$ cat src/rtl/dmem_arbiter_if.sv
// Bundle of the core, DMA and BRAM-side signals around the data-memory arbiter.
// The arbiter takes the slave view; the surrounding core/DMA/BRAM (or a bench) take the master view.
interface dmem_arbiter_if #(
  parameter int unsigned XLEN   = 32,
  parameter int unsigned ADDR_W = 14
);
  // Core memory-stage port
  logic              core_req;
  logic [3:0]        core_we;
  logic [XLEN-1:0]   core_adr;
  logic [XLEN-1:0]   core_wdata;
  logic              core_stall;
  logic              core_rvalid;
  logic [XLEN-1:0]   core_rdata;

  // DMA / loader port
  logic              dma_req;
  logic [3:0]        dma_we;
  logic [XLEN-1:0]   dma_adr;
  logic [XLEN-1:0]   dma_wdata;
  logic              dma_last;
  logic              dma_gnt;
  logic              dma_rvalid;
  logic [XLEN-1:0]   dma_rdata;

  // Single-port BRAM
  logic              mem_en;
  logic [3:0]        mem_we;
  logic [ADDR_W-1:0] mem_adr;
  logic [XLEN-1:0]   mem_wdata;
  logic [XLEN-1:0]   mem_rdata;

  modport slave (
    input  core_req, core_we, core_adr, core_wdata,
    input  dma_req, dma_we, dma_adr, dma_wdata, dma_last,
    input  mem_rdata,
    output core_stall, core_rvalid, core_rdata,
    output dma_gnt, dma_rvalid, dma_rdata,
    output mem_en, mem_we, mem_adr, mem_wdata
  );

  modport master (
    output core_req, core_we, core_adr, core_wdata,
    output dma_req, dma_we, dma_adr, dma_wdata, dma_last,
    output mem_rdata,
    input  core_stall, core_rvalid, core_rdata,
    input  dma_gnt, dma_rvalid, dma_rdata,
    input  mem_en, mem_we, mem_adr, mem_wdata
  );
endinterface

$ cat src/rtl/dmem_arbiter.sv
// Data-BRAM arbiter between the core M-stage port and a DMA/loader engine.
// Core has default priority; a starvation counter and a capped burst lock guarantee DMA progress.
module dmem_arbiter #(
  parameter int unsigned XLEN         = 32,
  parameter int unsigned ADDR_W       = 14,
  parameter int unsigned STARVE_LIMIT = 8,
  parameter int unsigned BURST_MAX    = 4
) (
  input logic           clk,
  input logic           rst,
  dmem_arbiter_if.slave bus
);

  localparam int unsigned StarveW = $clog2(STARVE_LIMIT + 1);
  localparam int unsigned BeatW   = $clog2(BURST_MAX + 1);
  localparam logic [StarveW-1:0] StarveSat = StarveW'(STARVE_LIMIT);
  localparam logic [BeatW-1:0]   BeatMax   = BeatW'(BURST_MAX);
  localparam bit CanBurst = (BURST_MAX > 1);

  typedef enum logic [0:0] {StCore, StDma} state_e;

  state_e             state_q, state_d;
  logic [StarveW-1:0] starve_q, starve_d;
  logic [BeatW-1:0]   beat_q, beat_d, beat_inc;
  logic               core_rvalid_q, core_rvalid_d;
  logic               dma_rvalid_q, dma_rvalid_d;

  logic core_gnt, dma_gnt, dma_starved;

  // Grant decision; everything is held off while reset is asserted.
  always_comb begin
    core_gnt    = 1'b0;
    dma_gnt     = 1'b0;
    dma_starved = bus.dma_req && (starve_q == StarveSat);
    if (rst) begin
      if ((state_q == StDma) && bus.dma_req) begin
        dma_gnt = 1'b1;
      end else begin
        core_gnt = bus.core_req && !dma_starved;
        dma_gnt  = bus.dma_req && !core_gnt;
      end
    end
  end

  // Burst lock and starvation bookkeeping
  always_comb begin
    state_d  = state_q;
    beat_d   = beat_q;
    starve_d = starve_q;
    beat_inc = beat_q + BeatW'(1);

    unique case (state_q)
      StCore: begin
        if (dma_gnt && !bus.dma_last && CanBurst) begin
          state_d = StDma;
          beat_d  = BeatW'(1);
        end
      end
      StDma: begin
        if (dma_gnt) begin
          if (bus.dma_last || (beat_inc == BeatMax)) begin
            state_d = StCore;
            beat_d  = '0;
          end else begin
            beat_d = beat_inc;
          end
        end else begin
          // DMA dropped its request mid-lock: the burst is abandoned.
          state_d = StCore;
          beat_d  = '0;
        end
      end
      default: begin
        state_d = StCore;
        beat_d  = '0;
      end
    endcase

    if (dma_gnt) begin
      starve_d = '0;
    end else if (bus.dma_req && (starve_q != StarveSat)) begin
      starve_d = starve_q + StarveW'(1);
    end

    core_rvalid_d = core_gnt && (bus.core_we == 4'b0000);
    dma_rvalid_d  = dma_gnt && (bus.dma_we == 4'b0000);
  end

  always_ff @(posedge clk or negedge rst) begin
    if (!rst) begin
      state_q       <= StCore;
      starve_q      <= '0;
      beat_q        <= '0;
      core_rvalid_q <= 1'b0;
      dma_rvalid_q  <= 1'b0;
    end else begin
      state_q       <= state_d;
      starve_q      <= starve_d;
      beat_q        <= beat_d;
      core_rvalid_q <= core_rvalid_d;
      dma_rvalid_q  <= dma_rvalid_d;
    end
  end

  // Memory mux: idle cycles park the address/data on the core inputs.
  assign bus.mem_en    = core_gnt || dma_gnt;
  assign bus.mem_we    = dma_gnt  ? bus.dma_we  :
                         core_gnt ? bus.core_we : 4'b0000;
  assign bus.mem_adr   = dma_gnt  ? bus.dma_adr[ADDR_W+1:2] : bus.core_adr[ADDR_W+1:2];
  assign bus.mem_wdata = dma_gnt  ? bus.dma_wdata : bus.core_wdata;

  assign bus.core_stall  = rst && bus.core_req && !core_gnt;
  assign bus.dma_gnt     = dma_gnt;
  assign bus.core_rvalid = rst && core_rvalid_q;
  assign bus.dma_rvalid  = rst && dma_rvalid_q;
  assign bus.core_rdata  = bus.mem_rdata;
  assign bus.dma_rdata   = bus.mem_rdata;

  // Byte-offset and above-BRAM address bits are intentionally ignored.
  logic unused_adr_bits;
  assign unused_adr_bits = ^{bus.core_adr[1:0], bus.core_adr[XLEN-1:ADDR_W+2],
                             bus.dma_adr[1:0],  bus.dma_adr[XLEN-1:ADDR_W+2]};

endmodule

$ cat src/flat_wrapper.sv
// flat-port wrapper written by rule: the top's interface ports become plain ports
module dmem_arbiter_flat 
#(
  parameter int unsigned XLEN         = 32,
  parameter int unsigned ADDR_W       = 14,
  parameter int unsigned STARVE_LIMIT = 8,
  parameter int unsigned BURST_MAX    = 4
)
  (clk, rst, bus_core_req, bus_core_we, bus_core_adr, bus_core_wdata, bus_dma_req, bus_dma_we, bus_dma_adr, bus_dma_wdata, bus_dma_last, bus_mem_rdata, bus_core_stall, bus_core_rvalid, bus_core_rdata, bus_dma_gnt, bus_dma_rvalid, bus_dma_rdata, bus_mem_en, bus_mem_we, bus_mem_adr, bus_mem_wdata);
  dmem_arbiter_if #(.XLEN(XLEN), .ADDR_W(ADDR_W)) bus_i ();
  input logic clk;
  input logic rst;
  input wire logic [$bits(bus_i.core_req)-1:0] bus_core_req;
  input wire logic [$bits(bus_i.core_we)-1:0] bus_core_we;
  input wire logic [$bits(bus_i.core_adr)-1:0] bus_core_adr;
  input wire logic [$bits(bus_i.core_wdata)-1:0] bus_core_wdata;
  input wire logic [$bits(bus_i.dma_req)-1:0] bus_dma_req;
  input wire logic [$bits(bus_i.dma_we)-1:0] bus_dma_we;
  input wire logic [$bits(bus_i.dma_adr)-1:0] bus_dma_adr;
  input wire logic [$bits(bus_i.dma_wdata)-1:0] bus_dma_wdata;
  input wire logic [$bits(bus_i.dma_last)-1:0] bus_dma_last;
  input wire logic [$bits(bus_i.mem_rdata)-1:0] bus_mem_rdata;
  output wire logic [$bits(bus_i.core_stall)-1:0] bus_core_stall;
  output wire logic [$bits(bus_i.core_rvalid)-1:0] bus_core_rvalid;
  output wire logic [$bits(bus_i.core_rdata)-1:0] bus_core_rdata;
  output wire logic [$bits(bus_i.dma_gnt)-1:0] bus_dma_gnt;
  output wire logic [$bits(bus_i.dma_rvalid)-1:0] bus_dma_rvalid;
  output wire logic [$bits(bus_i.dma_rdata)-1:0] bus_dma_rdata;
  output wire logic [$bits(bus_i.mem_en)-1:0] bus_mem_en;
  output wire logic [$bits(bus_i.mem_we)-1:0] bus_mem_we;
  output wire logic [$bits(bus_i.mem_adr)-1:0] bus_mem_adr;
  output wire logic [$bits(bus_i.mem_wdata)-1:0] bus_mem_wdata;
  assign bus_i.core_req = bus_core_req;
  assign bus_i.core_we = bus_core_we;
  assign bus_i.core_adr = bus_core_adr;
  assign bus_i.core_wdata = bus_core_wdata;
  assign bus_i.dma_req = bus_dma_req;
  assign bus_i.dma_we = bus_dma_we;
  assign bus_i.dma_adr = bus_dma_adr;
  assign bus_i.dma_wdata = bus_dma_wdata;
  assign bus_i.dma_last = bus_dma_last;
  assign bus_i.mem_rdata = bus_mem_rdata;
  assign bus_core_stall = bus_i.core_stall;
  assign bus_core_rvalid = bus_i.core_rvalid;
  assign bus_core_rdata = bus_i.core_rdata;
  assign bus_dma_gnt = bus_i.dma_gnt;
  assign bus_dma_rvalid = bus_i.dma_rvalid;
  assign bus_dma_rdata = bus_i.dma_rdata;
  assign bus_mem_en = bus_i.mem_en;
  assign bus_mem_we = bus_i.mem_we;
  assign bus_mem_adr = bus_i.mem_adr;
  assign bus_mem_wdata = bus_i.mem_wdata;
  dmem_arbiter #(.XLEN(XLEN), .ADDR_W(ADDR_W), .STARVE_LIMIT(STARVE_LIMIT), .BURST_MAX(BURST_MAX)) u_core (.clk(clk), .rst(rst), .bus(bus_i));
endmodule
$ cat config.mk
export PLATFORM = sky130hd
export DESIGN_NAME = dmem_arbiter_flat
export DESIGN_NICKNAME = d
export VERILOG_FILES = /design/src/rtl/dmem_arbiter_if.sv /design/src/rtl/dmem_arbiter.sv /design/src/flat_wrapper.sv
export SDC_FILE = /design/constraint.sdc
export NUM_CORES = 1
export LEC_CHECK = 0
export CORE_AREA = 3 3 111 113
export CTS_CLUSTER_SIZE = 25
export DETAILED_ROUTE_END_ITERATION = 8
export DIE_AREA = 0 0 114 116
export PLACE_DENSITY = 0.64
export REMOVE_ABC_BUFFERS = 1
export SYNTH_ARGS = -nofsm -noshare
export SYNTH_HDL_FRONTEND = slang
export SYNTH_SLANG_ARGS = --single-unit
$ cat constraint.sdc
create_clock -name clk -period 3.2 [get_ports clk]
set_clock_uncertainty 0.2 [all_clocks]
set_input_delay 0.32 -clock clk [delete_from_list [all_inputs] [get_ports clk]]
set_output_delay 0.32 -clock clk [all_outputs]
set_load 0.01 [all_outputs]
==> results.md <==
* Worst-path cell with the longest stage delay: clkdlybuf4s50_1
* Drt first pass iters at 4
* MaxCap Viol Count at 0
* GP Congestion at 0.735
* Hold Crit Class: reg2reg
* Synth area leader: buf_4
* Max Slew Vio Count at 0
* Ratio of cells with drive above 1 in the final layout at 19.2%
* First-pass GRT wire length at 14,400 um
* Via Count at 1,850
* Bufs and invs on worst path at 4
* Hold wc startpoint: u_core.beat_q[0]$_DFFE_PN0P_
* Vias in the first global route at 1,833
* Distinct cell type count after synthesis at 36
* DR DRC count at 0
* Clock transition at path regs at 0.04 ns
* Status: finished clean
* CTS H-Tree Depth at 1
* Worst reg-to-reg path cell count at 7
* Maximum operating frequency at 327 MHz
* CP startpoint: u_core.starve_q[1]$_DFFE_PN0P_
* Final-stage net count at 470
* Synth Flop Type: dfrtp_1
* Endpoints failing setup at 0
* CP Launch Type: flop
* FILL cells at 1,203
* Clock root cell: clkbuf_16
* Cell family with most CP delay: buffers and inverters
* Placed Area at 3130 sq um
* Pwr Density at 277 nW/um^2
* Top cells by area, synth: buf_4, mux2_4, dfrtp_1
* Ports at 292
* Die Area at 13,200 sq um
* Port bufs at 159
* P_leak at 1.46 nW
* Multi-input combinational cell area at 1030 sq um
* Total GRT Usage at 15.4%
* WL/cell at 26.7 um
* Rows at 39
* Clock Path Buffers at 2
* Worst vdd ir at 0.000176 V
* Crit-path cells: inv_1, ha_1, and3b_1, o211ai_4, buf_4, buf_12, mux2_4, clkdlybuf4s50_1
* Worst Hold End: u_core.beat_q[0]$_DFFE_PN0P_
* Worst Path Class, Setup: reg2out
* Reg-to-reg startpoint: u_core.starve_q[1]$_DFFE_PN0P_
* CP Capture Type: output pin
* Least-Margin Pin Slew at 0.369 ns
* Floorplan Core Area at 11,400 sq um
* Util after Layout at 28.9%
* Required time worst endpoint at 2.68 ns
* Setup TNS at 0 ns
* Top-area cell type share of the netlist area at 25.9%
* # diodes at 0
* Largest net degree at the start of global routing at 53
* TritonCTS clock tree: yes
* Number of DRC markers in iteration 0 at 57
* Clock Latency Late Sink at 0.24 ns
* Die height at 116 um
* WHS Path Cells at 1
* Worst hold margin at 0.311 ns
* Critical path fanouts, max at 13
* Drt total wl at 11,600 um
* Grt total ovfl at 0
* Number of synthesized flops with an enable pin at 0
* Cell Area, Synth at 1880 sq um
* Largest stage delay, worst path at 0.50 ns
* Hpwl dp at 9610 um
* Post-synth ARST share at 100%
* Rel. slew slack at 74.8%
* Syn-to-layout area delta at 75.3%
* Final Hold Violating Endpoints at 0
* Starting Density at 16.5%
* Via density at 4.25
* FF+latch area at 251 sq um
* Register area share after synthesis at 13.3%
* R2R setup slack at 1.31 ns
* RSZ-0062 raised after global routing: false
* Signal arrival time at the worst endpoint at 2.54 ns
* Finished Cell Area at 3300 sq um
* Die width at 114 um
* Antenna violations before repair at 0
* Minimum clock period after layout at 3.06 ns
* Clock Sinks at 10
* Routed Antenna Nets at 0
* Final Cycle Share at 95.7%
* Reg2Reg Capture Point: u_core.dma_rvalid_q$_DFF_PN0_
* #FFs+latches synth at 10
* Synth warnings at 0
* Mapped Cells at 193
* Post-Syn Area per Cell at 9.75 sq um
* TritonCTS Buffers at 3
cell usage after synthesis, types with 2 or more instances:
cell,number
mux2i_1,6
a41oi_1,2
nand2_1,8
dfrtp_1,10
nor2_1,3
inv_1,13
a21o_1,2
buf_4,65
mux2_1,5
buf_6,5
and2_1,2
nand4_1,2
o22ai_1,2
mux2_2,12
ha_1,4
mux2_4,30
nand2b_1,3
report_power, final:
group          internal (mW)  switching [mW]
logic                  0.317           0.175
clock network          0.188          0.0568
registers              0.152          0.0272
sequential cells by signal (all words and copies together), names as in the netlist:
register / cells
u_core.starve_q: 4
u_core.beat_q: 3
u_core.core_rvalid_q: 1
u_core.dma_rvalid_q: 1
u_core.state_q: 1
placed cells by master, fill, tap and decap left out, drive strengths merged, types with 2 or more instances in the layout:
cell type	count
mux2i	6
buf	5
nand4	2
nand2b	4
ha	4
a41oi	2
o22ai	2
clkdlybuf4s50	154
inv	13
dfrtp	10
and2	2
dlygate4sd2	5
mux2	47
a21o	2
clkbuf	6
nand2	8
nor2	3
through the flow:
stage / cells / worst slack, ns / power (mW)
floorplan: 122 / 0.105 / 0.369
global placement: 426 / 0.236 / 0.649
detailed placement: 426 / 0.227 / 0.658
CTS: 430 / 0.000313 / 0.907
global route: 435 / 0.0141 / 0.968
finish: 435 / 0.138 / 0.915
worst max-delay path by stage:
stage / slack [ns] / cells past startpoint / endpoint
global placement: 0.24 / 6 / bus_mem_wdata[18]
floorplan: 0.11 / 5 / bus_mem_adr[13]
finish: 0.14 / 8 / bus_mem_wdata[17]
global route: 0.01 / 8 / bus_mem_we[2]
CTS: 0.0003 / 7 / bus_mem_wdata[4]
detailed placement: 0.23 / 6 / bus_mem_wdata[18]
kinds of logic (layout without fill, tap and decap cells):
family | count (synthesis) | in the layout | share of synthesized area, %
buf+inv | 84 | 183 | 31.8
mux | 53 | 53 | 37.3
simple gates | 26 | 26 | 7.78
compound gates | 15 | 15 | 6.72
flops | 10 | 10 | 13.3
fa+ha+maj | 4 | 4 | 2.66
xor+xnor | 1 | 1 | 0.466
what timing repair did:
item,CTS,global route
pin swaps,0,1
hold buffers,0,0
setup buffers,0,2
setup endpoints to repair,5,44
cloned,0,3
resized for setup,5,7
routing by layer:
layer | GRT usage [%] | routed length (um)
met5 | 5.56 | 0
met4 | 1.74 | 62
met3 | 11.5 | 2110
met2 | 23.3 | 5150
met1 | 17.6 | 4310
cell type report:
type / count / share of cell area [%]
repair buffers: 166 / 51.5
multi-input cells: 99 / 31.3
flip-flops and latches: 10 / 7.62
well taps: 143 / 5.42
clock buffers: 4 / 2.69
inverters: 13 / 1.48
Note: power is estimated with default switching activity, not from simulation.
